<file path="src/rtl/fetch_ctrl_pkg.sv">
// Shared constants and the fetch-slot record for the instruction-fetch sequencer.
package fetch_ctrl_pkg;

    localparam logic [31:0] DEFAULT_RESET_PC = 32'hbfc00000;
    localparam logic [4:0]  EXC_ADEL         = 5'h04;

    typedef struct packed {
        logic        valid;
        logic [31:0] pc;
        logic        cancelled;
        logic        exc;
    } fetch_slot_t;

endpackage

</file>
<file path="src/rtl/fetch_ctrl.sv">
// Instruction-fetch sequencer: one fetch slot towards decode, at most one
// outstanding bus request, redirects cancel the slot instead of dropping data.
module fetch_ctrl
    import fetch_ctrl_pkg::*;
#(
    parameter logic [31:0] RESET_PC = DEFAULT_RESET_PC
) (
    input  logic        clk,
    input  logic        resetn,
    output logic        inst_req,
    output logic [31:0] inst_addr,
    input  logic        inst_addr_ok,
    input  logic        inst_data_ok,
    input  logic        redirect_valid,
    input  logic [31:0] redirect_pc,
    input  logic        dec_accept,
    output logic        valid_o,
    output logic [31:0] pc_o,
    output logic        cancelled_o,
    output logic        exc_o,
    output logic        exc_miss_o,
    output logic [4:0]  exccode_o,
    output logic [31:0] perfcnt_fetch_busy
);

    logic [31:0] fetch_pc;
    logic        outstanding;
    fetch_slot_t slot;
    logic [31:0] busy_cnt;

    logic aligned;
    logic can_issue;
    logic accepted;
    logic fault;

    // Outputs are gated by resetn so everything reads zero while reset is held.
    always_comb begin
        aligned   = (fetch_pc[1:0] == 2'b00);
        can_issue = !redirect_valid && (!outstanding || inst_data_ok) &&
                    (!slot.valid || dec_accept);
        inst_req  = resetn && can_issue && aligned;
        inst_addr = resetn ? fetch_pc : 32'h0;
        accepted  = inst_req && inst_addr_ok;
        fault     = can_issue && !aligned;
    end

    always_ff @(posedge clk or negedge resetn) begin
        if (!resetn) begin
            fetch_pc    <= RESET_PC;
            outstanding <= 1'b0;
            slot        <= '0;
        end else begin
            if (accepted) begin
                slot     <= '{valid: 1'b1, pc: fetch_pc, cancelled: 1'b0, exc: 1'b0};
                fetch_pc <= fetch_pc + 32'd4;
            end else if (fault) begin
                slot     <= '{valid: 1'b1, pc: fetch_pc, cancelled: 1'b0, exc: 1'b1};
            end else if (redirect_valid) begin
                fetch_pc <= redirect_pc;
                if (dec_accept) begin
                    slot.valid <= 1'b0;
                end else if (slot.valid) begin
                    slot.cancelled <= 1'b1;
                end
            end else if (dec_accept) begin
                slot.valid <= 1'b0;
            end

            if (accepted) begin
                outstanding <= 1'b1;
            end else if (inst_data_ok) begin
                outstanding <= 1'b0;
            end
        end
    end

    always_ff @(posedge clk or negedge resetn) begin
        if (!resetn) begin
            busy_cnt <= 32'h0;
        end else if (outstanding && !inst_data_ok) begin
            busy_cnt <= busy_cnt + 32'd1;
        end
    end

    assign valid_o            = slot.valid;
    assign pc_o               = slot.pc;
    assign cancelled_o        = slot.cancelled;
    assign exc_o              = slot.exc;
    assign exc_miss_o         = 1'b0;
    assign exccode_o          = slot.exc ? EXC_ADEL : 5'h00;
    assign perfcnt_fetch_busy = busy_cnt;

endmodule
</file>
<file path="config.mk">
export PLATFORM = sky130hd
export DESIGN_NAME = fetch_ctrl
export DESIGN_NICKNAME = d
export VERILOG_FILES = /design/src/rtl/fetch_ctrl_pkg.sv /design/src/rtl/fetch_ctrl.sv
export SDC_FILE = /design/constraint.sdc
export NUM_CORES = 1
export LEC_CHECK = 0
export CAP_MARGIN = 25
export CORE_ASPECT_RATIO = 0.9
export CORE_MARGIN = 2
export CORE_UTILIZATION = 50
export DETAILED_ROUTE_END_ITERATION = 10
export DONT_BUFFER_PORTS = 1
export GPL_ROUTABILITY_DRIVEN = 0
export GPL_TIMING_DRIVEN = 0
export PLACE_DENSITY = 0.75
export SYNTH_ARGS = -nofsm -noshare
export SYNTH_HDL_FRONTEND = slang
export SYNTH_SLANG_ARGS = --single-unit
</file>
<file path="constraint.sdc">
create_clock -name clk -period 5.2 [get_ports clk]
set_input_delay 0.26 -clock clk [delete_from_list [all_inputs] [get_ports clk]]
set_output_delay 0.26 -clock clk [all_outputs]
set_load 0.1 [all_outputs]
</file>
==> run metrics <==
outcome finished, final reports clean; via count around 3,700; CTS Buf Count 9; setup TNS 0 ns; root buffer cell clkbuf_8; Final Hold Violating Endpoints 0; EDFF count, synth 0; # fillers about 830; post-synthesis adder-cell area fraction less than 1%; Worst-path clk slew ~0.10 ns; Synth Area in Compound Gates between 5 and 6%; Initial Util between 50% and 60%; area grow syn2layout 11.42%; delay-heaviest family, CP flip-flops; Least-Margin Pin Slew 1.038 ns; vias in the first global route approximately 4,000; Rel. slew slack 30.83%; register area share after synthesis 49.96%; post-layout net count between 500 and 600; io pins about 140; CTS Sinks 100; Simple-Gate Fraction of Synth Area ~23%; worst min-delay path class in2reg; Core Box Area slightly below 10,000 µm²; Post-Syn Area just over 5000 µm²; fin crit share roughly 54%; crit start category register; Synth area leaders dfrtp_1 45%, mux2_2 7.8%, xnor2_1 5.2%; Syn Area/Cell approximately 11 µm²; slowest stage delay, CP about 0.76 ns; largest family of logic cells by synthesized area simple AND/OR/NAND/NOR gates; GRT overflow 0; Tot GR Track Use a little under a quarter; vias per inst slightly below 6; pwr dens about 440 nW/µm²; CTS resizes 0; RSZ-0062 raised after global routing false; VDD IR-drop max about 0.3 mV; initial DRC count 279; pin count of the biggest net entering global routing approximately 100; critical path fanouts, max 10; Die W ~110 µm; Die Height roughly 99 µm; post-synthesis mux area share under 10%; Max Clk Rate ~360 MHz; worst path cell trace nand2b_1 -> nand2_1 -> a211oi_2 -> buf_2 -> mux2_2; Syn. warnings 0; Synth Area in XOR/XNOR under 10%; HPWL Detailed about 8700 µm; Setup CP Type reg2reg; synth unique cells 50; DRT antenna net count 0; post-synth top area share a little under half; first-pass GRT wire length between 15,000 and 20,000 µm; Clk Latency, worst-skew pair between 0.3 and 0.4 ns; DR pass1 iterations 4; die area about 11,000 µm²; top cell type by total area after synthesis dfrtp_1; Worst Clk Skew 0.01499 ns; Routed WL per cell between 15 and 20 µm; max cap viols 0; setup fix buffers added after clock tree synthesis 0; H-tree depth 3; Core Rows 34; ys flop type dfrtp_1; Crit path arrival time 3.08 ns; Worst Path Required 5.47 ns; n_diodes 0; leakage power about 0.0024 µW; initial antenna violation count 0; count of buffers from port buffering 0; Worst path slowest cell dfrtp_1; clk buf depth 2; Buf/Inv on CP 1; DR DRC count 0; share of cells above drive strength 1 between 10% and 20%; WHS about 0.018 ns; CTS tree built; Final Critical Period roughly 2.8 ns; post-synthesis cell count approximately 470; asr flop ratio synth 100.0%; Max Slew Vio Count 0; number of synthesized register bits 100; CP Capture Type register; WL final around 12,000 µm; Pwr Total approximately 2500 µW; final setup fails 0
[cell usage in the layout, fill, tap and decap left out, types with 5 or more instances in the layout]
cell,Yosys,routed
dfrtp_1,91,91
nand2_1,41,41
and2_1,36,36
mux2_2,35,35
xnor2_1,30,30
nand3_1,26,26
nand4_1,20,20
nor2_1,19,19
o21ai_0,19,19
xor2_1,17,17
dlygate4sd3_1,0,16
nor3_1,16,15
clkbuf_8,4,13
buf_4,9,9
inv_1,9,9
dfstp_2,9,9
nor4_1,8,8
clkbuf_1,7,7
and4_1,7,7
and3_1,7,7
a211oi_1,7,7
a21oi_1,6,6
buf_2,5,5
conb_1,1,5
[worst paths after layout]
kind	from	end	slack (ns)	cells after the start
max in group asynchronous	resetn	fetch_pc[31]	4.31	2
min reg2reg	fetch_pc[31]	fetch_pc[31]	0.55	2
min	redirect_pc[5]	fetch_pc[5]	0.02	2
max	valid_o	pc_o[21]	2.39	5
min in group asynchronous	resetn	perfcnt_fetch_busy[4]	0.45	2
max reg2reg	valid_o	pc_o[21]	2.39	5
[cell type report]
cell class              instances  area [µm²]  area share, %
clock buffers                   9       123.9          2.210
flip-flops and latches        100        2514          44.84
plain buffers                  26       181.4          3.237
clock inverters                 7       57.56          1.027
well taps                     126       157.7          2.812
repair buffers                 18       215.2          3.839
inverters                       9       33.78         0.6027
multi-input cells             340        2322          41.43
[worst register-to-register path, stage by stage, from the launching register on]
cell and delay (ns):
dfrtp_1 0.76, nand2b_1 0.39, nand2_1 0.19, a211oi_2 0.57, buf_2 0.42, mux2_2 0.38
[metal layers]
layer / vias up / GRT usage (%) / part of all wire (%)
met5: - / 0 / 0
met4: 0 / 6.621 / 1.2
met3: 17 / 7.995 / 9.2
met2: 154 / 38.75 / 48
met1: 1847 / 29.11 / 42
li1: 1719 / - / -
[cells in the mapped netlist, drive strengths merged, types with 3 or more instances]
cell type,instances
clkbuf,12
dfstp,9
inv,9
and4,11
nor2,19
mux2,35
nand2,41
nor2b,3
and2,39
nor3,16
a211oi,8
xnor2,30
nor4,10
o21ai,19
xor2,17
a21oi,6
nand3,26
dfrtp,91
and3,8
buf,14
nand4,22
[sequential cells by signal (all words and copies together) (netlist names)]
signal and count:
cancelled_o 1, exc_o 1, fetch_pc 32, outstanding 1, pc_o 32, perfcnt_fetch_busy 32
valid_o 1
[cell families (layout without fill, tap and decap cells)]
| family | count (synthesis) | in the layout |
|---|---|---|
| AOI/OAI and AO/OA | 45 | 45 |
| xor gates and xnor gates | 47 | 47 |
| adders and majority gates | 2 | 2 |
| buffers and inverters | 35 | 69 |
| DFF | 100 | 100 |
| muxes | 37 | 37 |
| other | 1 | 5 |
| and+or+nand+nor | 204 | 204 |
[metrics by stage]
step,area [µm²],utilization (%),setup slack (ns),instances
2_1_floorplan,5046,-,1.645,475
3_3_place_gp,5204,53.42,1.448,601
3_5_place_dp,5236,53.75,2.396,602
4_1_cts,5605,57.54,2.395,635
5_1_grt,5605,57.54,2.202,635
6_report,5605,57.54,2.389,635
[power breakdown]
group	switching, µW	total (µW)	internal [µW]	leakage, µW
Clock	293	473	180	0.0000829
Combinational	274	407	133	0.00108
Sequential	704	1580	871	0.00122
Total	1270	2450	1180	0.00238
[what timing repair did]
action                                  in CTS  in global routing
hold buffers                                17                  0
hold endpoints to repair                   115                  0
endpoints found under the setup margin       0                  0
No activity file was read; power rests on OpenSTA's default activity.
